**src/rtl/program_loader.sv**
```systemverilog
// program_loader: assembles a byte stream into little-endian 32-bit words and
// writes them to instruction memory, holding the CPU while the load is in progress.
module program_loader #(
  parameter int XLEN = 64,
  parameter logic [XLEN-1:0] BASE_ADDR = '0,
  parameter int MAX_WORDS = 1024
) (
  input  logic clk,
  input  logic rst,
  input  logic start,
  input  logic in_valid,
  input  logic [7:0] in_data,
  input  logic in_last,
  output logic in_ready,
  output logic dbg_wr_en,
  output logic [XLEN-1:0] dbg_addr,
  output logic [3:0][7:0] dbg_instr,
  output logic cpu_hold,
  output logic done,
  output logic error,
  output logic [31:0] word_count
);
  typedef enum logic [2:0] {IDLE, RECV, WRITE, DONE, ERR} state_t;
  state_t state, nxt;
  logic [1:0] idx;
  logic last_q;
  logic full;
  assign full = word_count == 32'(MAX_WORDS);
  assign in_ready = state == RECV;
  assign dbg_wr_en = state == WRITE;
  assign cpu_hold = in_ready | dbg_wr_en;
  assign done = state == DONE;
  assign error = state == ERR;
  always_comb begin
    nxt = state;
    unique case (state)
      RECV: if (in_valid) nxt = idx == 2'd3 ? (full ? ERR : WRITE) : (in_last ? ERR : RECV);
      WRITE: nxt = last_q ? DONE : RECV;
      default: if (start) nxt = RECV;
    endcase
  end
  always_ff @(posedge clk or posedge rst)
    if (rst) state <= IDLE;
    else state <= nxt;
  // The byte index wraps to 0 after index 3, so a partial word is simply overwritten on restart.
  always_ff @(posedge clk or posedge rst)
    if (rst) begin
      dbg_addr <= BASE_ADDR;
      dbg_instr <= '0;
      word_count <= '0;
      idx <= '0;
      last_q <= 1'b0;
    end else if (state == RECV) begin
      if (in_valid) begin
        dbg_instr[idx] <= in_data;
        idx <= idx + 2'd1;
        last_q <= in_last;
      end
    end else if (state == WRITE) begin
      dbg_addr <= dbg_addr + XLEN'(4);
      word_count <= word_count + 32'd1;
      idx <= '0;
    end else if (start) begin
      dbg_addr <= BASE_ADDR;
      word_count <= '0;
      idx <= '0;
    end
endmodule

```
**config.mk**
```make
export PLATFORM = sky130hd
export DESIGN_NAME = program_loader
export DESIGN_NICKNAME = d
export VERILOG_FILES = /design/src/rtl/program_loader.sv
export SDC_FILE = /design/constraint.sdc
export NUM_CORES = 1
export LEC_CHECK = 0
export ABC_AREA = 1
export BUFFER_PORTS_ARGS = -buffer_cell sky130_fd_sc_hd__buf_2
export CAP_MARGIN = 20
export CORE_MARGIN = 1
export CORE_UTILIZATION = 55
export CTS_CLUSTER_DIAMETER = 120
export DETAILED_ROUTE_END_ITERATION = 7
export PLACE_DENSITY = 0.79
export RECOVER_POWER = 25
export REMOVE_ABC_BUFFERS = 1
export SETUP_SLACK_MARGIN = 0.3
export SLEW_MARGIN = 15
export SYNTH_ARGS = -nofsm -noshare
export SYNTH_HDL_FRONTEND = slang
export SYNTH_SLANG_ARGS = --single-unit
```
**constraint.sdc**
```tcl
create_clock -name clk -period 12.95 [get_ports clk]
set_clock_uncertainty 0.15 [all_clocks]
set_input_delay 1.9425 -clock clk [delete_from_list [all_inputs] [get_ports clk]]
set_output_delay 1.9425 -clock clk [all_outputs]
set_load 0.03 [all_outputs]
```
== After elaboration in Yosys (flattened, before gate mapping) ==
Index checks and enable logic that the tools add are counted.

* Output and inout port bits: 133
* Register bits: 134
* Input bits: 13

* Multiplexer cells: 18
* Add/sub/neg operators: 3
* Reductions and logical operators: 6
* Bitwise gates (word level): 2
* $lt $le $gt $ge: 2
* Equal/unequal tests: 7

{| class="wikitable"
|+ Operator list
! kind !! count
|-
| 64-bit two-way mux || 2
|-
| 64-bit by 3-bit adder with 64-bit output, second input constant || 1
|-
| 32-bit two-way mux || 2
|-
| 32-bit by 1-bit adder with 32-bit output, second input constant || 1
|-
| 32-bit bitwise mux || 1
|-
| 32-bit by 11-bit equality test with 1-bit output, second input constant || 1
|-
| 8-bit demux with 2-bit select || 1
|-
| 3-bit two-way mux || 5
|-
| 2-bit two-way mux || 5
|-
| 8-bit two-way mux || 1
|-
| 3-bit by 2-bit equality test with 1-bit output, second input constant || 2
|-
| 3-bit one-hot mux with 2 select lines || 1
|-
| 2-bit AND reduction || 3
|-
| 3-bit by 1-bit equality test with 1-bit output, second input constant || 1
|-
| 3-bit equality test, second input constant || 1
|-
| 2-bit by 3-bit less-than comparator with 1-bit output, second input constant || 1
|-
| 3-bit nonzero test || 1
|-
| 2-bit by 1-bit adder with 2-bit output, second input constant || 1
|-
| 2-bit equality test, second input constant || 1
|-
| 2-bit by 1-bit greater-or-equal comparator with 1-bit output, second input constant || 1
|-
| 2-bit != test, second input constant || 1
|-
| 2-bit nonzero test || 1
|-
| 1-bit logical AND || 1
|-
| 1-bit inverter || 1
|-
| 1-bit bitwise OR || 1
|}

== Depth between registers and ports, before layout ==
Gate-level depths: netlist of the first run.

* Depth in word-level cells: 5
* Gate-level depth with buffers: 11
* Depth with buffers taken out: 11

== Worst setup path after synthesis of the first run ==
No wires, ideal clock.

* Path kind: reg2out
* From: reg state[1]
* To: out dbg_wr_en
* Setup slack: 9.619 ns
* Arrival: 1.239 ns
* Path buffers: 1
* Stages on the path, launching flop included: 4
* Cells stage by stage: dfrtp_1 -> nand3_2 -> clkinv_1 -> buf_1

* Cells in the longest elaborated chain, start to end: 1

{| class="wikitable"
|+ Ends and longest elaborated chain
! element !! line !! source
|-
| start, declared || 24 || <nowiki>state_t state, nxt;</nowiki>
|-
| start signal, assigned || 44 || <nowiki>else state <= nxt;</nowiki>
|-
| 3-bit by 2-bit equality test with 1-bit output || 30 || <nowiki>assign dbg_wr_en = state == WRITE;</nowiki>
|-
| end, declared || 15 || <nowiki>output logic dbg_wr_en,</nowiki>
|}

Every way passes these cells.

== Final worst setup path of the first run ==
* From: in start
* To: reg dbg_addr[37]

* Cells in the longest elaborated chain, start to end: 2

{| class="wikitable"
|+ Ends and longest elaborated chain
! element !! line !! source
|-
| start, declared || 10 || <nowiki>input logic start,</nowiki>
|-
| 2-bit nonzero test (no source line) || -- ||
|-
| 2-bit AND reduction (no source line) || -- ||
|-
| end signal, assigned || 60 || <nowiki>dbg_addr <= dbg_addr + XLEN'(4);</nowiki>
|-
| end, declared || 16 || <nowiki>output logic [XLEN-1:0] dbg_addr,</nowiki>
|}

Every way passes these cells.
A chain may end at the register's enable or synchronous reset.

==> flow_metrics.py, run 1 <==
metrics = {
    "sta": {
        "rsz0062_at_grt": "false",
        "max_freq_ghz": 0.223,
        "max_slew_margin_pct": -38.5,
        "finalSetupViolCount": 0,
        "slew_violations": 74,
        "finalSetupTns_ps": 0,
        "finalCritPeriodShare_pct": 34.7,
        "hold_ws_ps": 336,
        "setup_slack_ps": 8460,
        "worst_slew_pin_slew_ps": 2070,
        "post-route-min-period_ps": 4490,
        "finalHoldViolations": 0,
    },
    "placed_design": {
        "dp_hpwl_um": 15000,
        "dpl_worst_slack_ps": 9070,
        "port_buffers": 143,
        "placed_area_um2": 8390,
        "gp_congestion": 0.958,
    },
    "critical_path": {
        "path_common_cell": "nand2_1",
        "worstPathArrival_ps": 4700,
        "max_stage_delay_ps": 1380,
        "crit_path_end_kind": "register",
        "worst-r2r-setup-slack_ps": 9300,
        "slowest_stage": "a21oi_1",
        "cp_data_required_time_ps": 13160,
        "crit_chain": "clkbuf_1 -> inv_1 -> a21oi_1 -> nand2_1 -> nor2_2 -> nand2_1 -> nand2_1 -> nand2_1 -> nor2_1",
        "start_kind": "input port",
        "path_max_fanout": 24,
        "crit_type": "input port to register",
    },
    "routing": {
        "drt_wl_total_um": 20700,
        "met3_length_um": 1460,
        "firstDrtPassIters": 5,
        "route.met2.wl_um": 9450,
        "m1WireLength_um": 9150,
        "avgViaCountPerCell": 5.41,
        "routed.top_layer": "met4",
        "drt-wirelength-per-cell_um": 14.4,
        "ant_nets": 0,
        "drt_first_iter_violations": 675,
        "route.detailed.drc": 0,
        "vias": 7769,
    },
    "power": {
        "internal_power_mw": 0.821,
        "seqPwrFrac_pct": 37.9,
        "clock_power_share_pct": 36.4,
        "switching_share_pct": 37.6,
        "leakage_nw": 4.39,
        "peakVddDrop_mv": 0.158,
        "pwr-share-comb_pct": 25.7,
        "p_switching_mw": 0.494,
        "pwr_density_cell_nw_per_um2": 147,
        "p_total_mw": 1.31,
    },
    "global_route": {
        "grt_overflow": 0,
        "grt_pass1_vias": 6954,
        "grtUsageTotal_pct": 30.5,
        "grt_pass1_wl_um": 34000,
        "grt_antenna_before_repair": 0,
        "grt_max_degree": 86,
    },
    "status": {
        "outcome": "finished, violations left",
        "violations": "capacitance limit, slew limit",
    },
    "hold_path": {
        "hold_path.class": "register to register",
    },
    "run": {
        "cap_violations": 2,
    },
    "final_layout": {
        "fin_area_um2": 8940,
        "n_antenna_cell": 0,
        "drive_gt1_share_pct": 15.2,
        "regArea_um2": 3300,
        "area_delta_synth_final_pct": 18.9,
        "fillers": 1194,
        "fin_nets": 1268,
        "multi_input_area_um2": 3620,
        "layout_commonest_cell": "nand2_1",
        "layout_common_cells": "nand2_1, nor2_1, buf_2",
    },
    "synthesis": {
        "ys_warn_count": 0,
        "synth_seq_cells": 132,
        "syn_inst": 1104,
        "syn-cell-area_um2": 7520,
        "syn_area_per_cell_um2": 6.81,
        "seq_area_frac_synth_pct": 43.9,
        "yosys.cell_types.count": 33,
    },
    "floorplanning": {
        "die_height_um": 119,
        "row_count": 42,
        "die-area_um2": 14100,
        "die_x_um": 119,
        "core-area_um2": 13300,
        "start_util_pct": 56.6,
        "ios": 146,
    },
    "clock_tree": {
        "hold_buffers": 0,
        "path_clk_slew_ps": 60,
        "cts_setup_buffers": 0,
        "htree_num_levels": 4,
        "clock_path_buffers": 2,
        "cts.sinks": 132,
        "insertion_delay_ps": 430,
        "cts_resized": 0,
        "cts-root-buf": "clkbuf_16",
        "cts_buffers": 17,
        "tritoncts": "done",
    },
}
[worst max-delay path, delay by kind of cell]
kind                   cells  cell delay [ps]
AOI/OAI and AO/OA          1             1380
buffers and inverters      2              220
and+or+nand+nor            6             1150
[worst paths after layout]
path                                           startpoint                        end  depth (start not counted)
worst max register to register       state[1]$_DFFE_PP0P_   dbg_addr[37]$_DFFE_PP0P_                          8
worst min register to register  dbg_instr[16]$_DFFE_PP0P_  dbg_instr[16]$_DFFE_PP0P_                          2
worst max-delay path                                start   dbg_addr[37]$_DFFE_PP0P_                          9
max in group asynchronous                             rst   dbg_addr[27]$_DFFE_PP0P_                          3
worst min-delay path            dbg_instr[16]$_DFFE_PP0P_  dbg_instr[16]$_DFFE_PP0P_                          2
min in group asynchronous                             rst  dbg_instr[16]$_DFFE_PP0P_                          2
[power groups by stage]
stage	clock [mW]	combinational, mW	sequential, mW
2_1_floorplan	0	0.156	0.586
3_3_place_gp	0	0.338	0.502
3_5_place_dp	0	0.345	0.502
4_1_cts	0.482	0.345	0.498
5_1_grt	0.501	0.370	0.504
6_report	0.479	0.338	0.498
[layer usage]
layer / track usage (%) / up-vias
met3: 5.84 / 57
met2: 47.0 / 319
met5: 0 / -
met1: 41.6 / 3612
li1: - / 3781
met4: 14.5 / 0
[cell families after synthesis]
group	Yosys count	share of synthesized area [%]
xor gates and xnor gates	9	1.05
and+or+nand+nor	673	36.7
DFF	132	43.9
other	1	0.0499
adders and majority gates	7	1.16
buffers and inverters	150	7.77
AOI/OAI and AO/OA	132	9.35
[area by class of cell]
class	instances	area share [%]
clock inverters	14	1.55
clock buffers	18	4.91
flip-flops and latches	132	36.9
repair buffers	145	8.20
well taps	176	2.46
multi-input cells	823	40.5
inverters	129	5.43
[sequential cells by signal, indices dropped and copies added (netlist names)]
signal      cells
dbg_addr       62
dbg_instr      32
idx             2
last_q          1
state           3
word_count     32
[stage by stage]
step | util (%) | instances
final | 67.3 | 1437
after global routing | 67.3 | 1437
after CTS | 67.4 | 1437
after detailed placement | 63.1 | 1405
after global placement | 63.1 | 1405
after floorplan | - | 1084
[cells in the mapped netlist]
| library cell | n | share of area [%] |
|---|---|---|
| a21oi_4 | 1 | 0.22 |
| a32o_1 | 1 | 0.13 |
| nand3_2 | 2 | 0.27 |
| o21ai_0 | 79 | 5.3 |
| nor4_1 | 2 | 0.17 |
| a22o_1 | 1 | 0.12 |
| clkinv_1 | 1 | 0.050 |
| buf_2 | 8 | 0.53 |
| o22ai_1 | 3 | 0.25 |
| a21oi_1 | 38 | 2.5 |
| nand4_1 | 16 | 1.3 |
| buf_4 | 3 | 0.30 |
| nand2_1 | 330 | 16 |
| nor3_1 | 16 | 1.1 |
| nor2_2 | 5 | 0.42 |
| nand3_1 | 73 | 4.9 |
| inv_1 | 126 | 6.3 |
| clkbuf_1 | 9 | 0.45 |
| and2_1 | 3 | 0.25 |
| ha_1 | 7 | 1.2 |
| nor3b_1 | 2 | 0.20 |
| nor2_1 | 217 | 11 |
| conb_1 | 1 | 0.050 |
| xnor2_1 | 2 | 0.23 |
| or2_2 | 1 | 0.083 |
| nor2_4 | 4 | 0.60 |
| buf_1 | 1 | 0.050 |
| a31oi_1 | 3 | 0.25 |
| o21bai_1 | 6 | 0.60 |
| inv_2 | 2 | 0.10 |
| xor2_1 | 7 | 0.82 |
| dfrtp_1 | 132 | 44 |
| nand2_2 | 2 | 0.17 |
Power figures use the tool's default switching activity.
==> run 2: changes to the inputs <==
ABC_AREA = 0   (was 1)
CORE_UTILIZATION = 50   (was 55)
PLACE_DENSITY = 0.77   (was 0.79)
clock period = 3.9 ns   (was 12.95 ns; I/O delays follow)
==> run 2 against run 1 <==
Combinational power grew to 4.1 times the previous value. Total power grew to 3.6 times the previous value. Critical path type is now register to register. Hold slack lost 110 ps. Critical endpoint is now word_count[25]$_DFFE_PP0P_. The run still ends with capacitance limit, slew limit left. Sequential cell count did not move. Sequential power rose to 3.4 times the previous value. Utilization down 4.8 points. Global-route usage shrank 3.2 points. First-iteration DRC count fell by 11%.
==> flow_metrics.py, run 2 <==
metrics = {
    "status": {
        "outcome": "finished, violations left",
        "violations": "capacitance limit, slew limit",
    },
    "final_layout": {
        "regMostFlops": "dbg_addr",
        "regArea_um2": 3300,
        "multi_input_area_um2": 3300,
        "largest_reg_flops": 62,
        "fin_cells": 1019,
        "n_antenna_cell": 0,
        "drive_gt1_share_pct": 26.9,
        "final_util_pct": 62.5,
        "area_delta_synth_final_pct": 21.6,
        "fin_nets": 850,
        "fillers": 1116,
        "layout_common_cells": "buf_2, dfrtp_1, nand2_1",
        "reg_top3": "dbg_addr: 62 flops, dbg_instr: 32 flops, word_count: 32 flops",
        "layout_commonest_cell": "buf_2",
    },
    "synthesis": {
        "synth_compound_area_share_pct": 15.2,
        "synth_ff_type": "dfrtp_1",
        "synth_largest_area_cell": "dfrtp_1",
        "synthArstFlopShare_pct": 100,
        "ys_top_cells_by_count": "dfrtp_1, nand2_1, a21oi_1",
        "yosys.cell_types.count": 54,
        "ys_warn_count": 0,
        "synth_top_area_share_pct": 48.4,
        "synth_fa_ha_area_share_pct": 1.28,
        "syn_area_per_cell_um2": 9.79,
        "syn-cell-area_um2": 6830,
        "synth_top_family_by_area": "simple AND/OR/NAND/NOR gates",
        "synth-simple-area-share_pct": 23.4,
        "synthXorXnorAreaFrac_pct": 2.31,
        "synthTopCellsByArea": "dfrtp_1, mux2_2, o31ai_1, or4_1, a21oi_1",
        "synth_seq_cells": 132,
        "yosys.cell_count.top_type": "dfrtp_1",
        "synth_mux_area_share_pct": 6.01,
        "syn_inst": 697,
        "seq_area_frac_synth_pct": 48.4,
        "synth-edff-count": 0,
    },
    "power": {
        "leakage_nw": 3.76,
        "seqPwrFrac_pct": 36.0,
        "pwr-share-comb_pct": 29.4,
        "switching_share_pct": 36.6,
        "clock_power_share_pct": 34.6,
        "peakVddDrop_mv": 0.322,
        "internal_power_mw": 3.01,
        "p_switching_mw": 1.74,
        "pwr_density_cell_nw_per_um2": 572,
    },
    "routing": {
        "ant_nets": 0,
        "drt_first_iter_violations": 598,
        "avgViaCountPerCell": 6.23,
        "firstDrtPassIters": 5,
        "drt-wirelength-per-cell_um": 18.3,
        "vias": 6349,
        "drt_wl_total_um": 18700,
        "route.detailed.drc": 0,
    },
    "sta": {
        "finalCritPeriodShare_pct": 76.6,
        "slew_violations": 70,
        "rsz0062_at_grt": "false",
        "max_freq_ghz": 0.335,
        "setup_slack_ps": 914,
        "hold_ws_ps": 230,
        "finalSetupViolCount": 0,
        "finalHoldViolations": 0,
        "worst_slew_pin_slew_ps": 2730,
        "max_slew_margin_pct": -82.0,
        "finalSetupTns_ps": 0,
        "post-route-min-period_ps": 2990,
    },
    "critical_path": {
        "crit_chain": "and4_1 -> nand3_1 -> a2111o_1 -> or4_1 -> a21oi_1",
        "cp_data_required_time_ps": 4090,
        "crit_type": "register to register",
        "max_stage_delay_ps": 700,
        "start_kind": "register",
        "crit_path_end_kind": "register",
        "worstPathArrival_ps": 3180,
        "path_max_fanout": 19,
        "slowest_stage": "a2111o_1",
    },
    "placed_design": {
        "placed_cells": 986,
        "port_buffers": 143,
        "dpl_worst_slack_ps": 909,
        "gp_congestion": 0.875,
        "dp_hpwl_um": 12700,
    },
    "floorplanning": {
        "start_util_pct": 51.3,
        "ios": 146,
        "row_count": 42,
        "die-area_um2": 14100,
        "die_height_um": 119,
        "die_x_um": 119,
        "core-area_um2": 13300,
    },
    "clock_tree": {
        "cts_buffers": 17,
        "path_clk_slew_ps": 60,
        "cts.sinks": 132,
        "cts-root-buf": "clkbuf_16",
        "cts_resized": 0,
        "insertion_delay_ps": 430,
        "htree_num_levels": 4,
        "cts_setup_buffers": 0,
        "hold_buffers": 0,
        "clock_path_buffers": 2,
        "tritoncts": "done",
    },
    "global_route": {
        "grtUsageTotal_pct": 27.3,
        "grt_pass1_wl_um": 30400,
        "grt_antenna_before_repair": 0,
        "grt_overflow": 0,
        "grt_pass1_vias": 6056,
        "grt_max_degree": 71,
    },
    "run": {
        "cap_violations": 1,
    },
    "hold_path": {
        "hold_path.class": "input port to register",
    },
}
## run 2: final cells by class
cell class	count	area share, %
Multi-Input combinational cell	510	39.8
Sequential cell	132	39.8
Timing Repair Buffer	148	9.46
Clock buffer	19	5.46
Tap cell	176	2.65
Clock inverter	13	1.90
Inverter	21	0.949
## run 2: final timing paths
path	start	to	slack, ps	depth (start not counted)
max in group asynchronous	rst	dbg_addr[16]$_DFFE_PP0P_	1050	2
worst min-delay path	in_last	last_q$_DFFE_PP0P_	230	3
min in group asynchronous	rst	dbg_addr[52]$_DFFE_PP0P_	970	2
worst max register to register	word_count[7]$_DFFE_PP0P_	word_count[25]$_DFFE_PP0P_	910	5
worst min register to register	dbg_instr[27]$_DFFE_PP0P_	dbg_instr[27]$_DFFE_PP0P_	350	1
worst max-delay path	word_count[7]$_DFFE_PP0P_	word_count[25]$_DFFE_PP0P_	910	5
## run 2: critical path: cells and delay by family (launching register included)
kind	cells	cell delay [ps]
AOI/OAI and AO/OA	2	870
and+or+nand+nor	3	1380
DFF	1	490
## run 2: metrics by stage
stage               power (mW)  cell area, µm²
CTS                       4.76            8290
global placement          3.06            7680
global route              4.94            8300
floorplan                 2.65            6680
detailed placement        3.12            7680
finish                    4.75            8300
## run 2: logic make-up (layout without fill, tap and decap cells)
family,count (synthesis),count (layout)
AOI/OAI and AO/OA,158,158
xor gates and xnor gates,18,18
adders and majority gates,7,7
buffers and inverters,56,201
DFF,132,132
muxes,37,37
other,1,2
and+or+nand+nor,288,288
## run 2: routing by layer
layer / global-route usage (%) / vias to the layer above / part of all wire (%)
met5: 0 / - / 0
met4: 10.2 / 0 / 1.6
met3: 6.42 / 30 / 6.7
met2: 45.0 / 248 / 50
met1: 34.9 / 3164 / 42
li1: - / 2907 / -
## run 2: power by group through the flow
stage	sequential (mW)	clock, mW	combinational, mW
floorplan	2.07	0	0.588
global placement	1.71	0	1.35
detailed placement	1.73	0	1.39
CTS	1.71	1.66	1.40
global route	1.74	1.72	1.49
finish	1.71	1.64	1.39
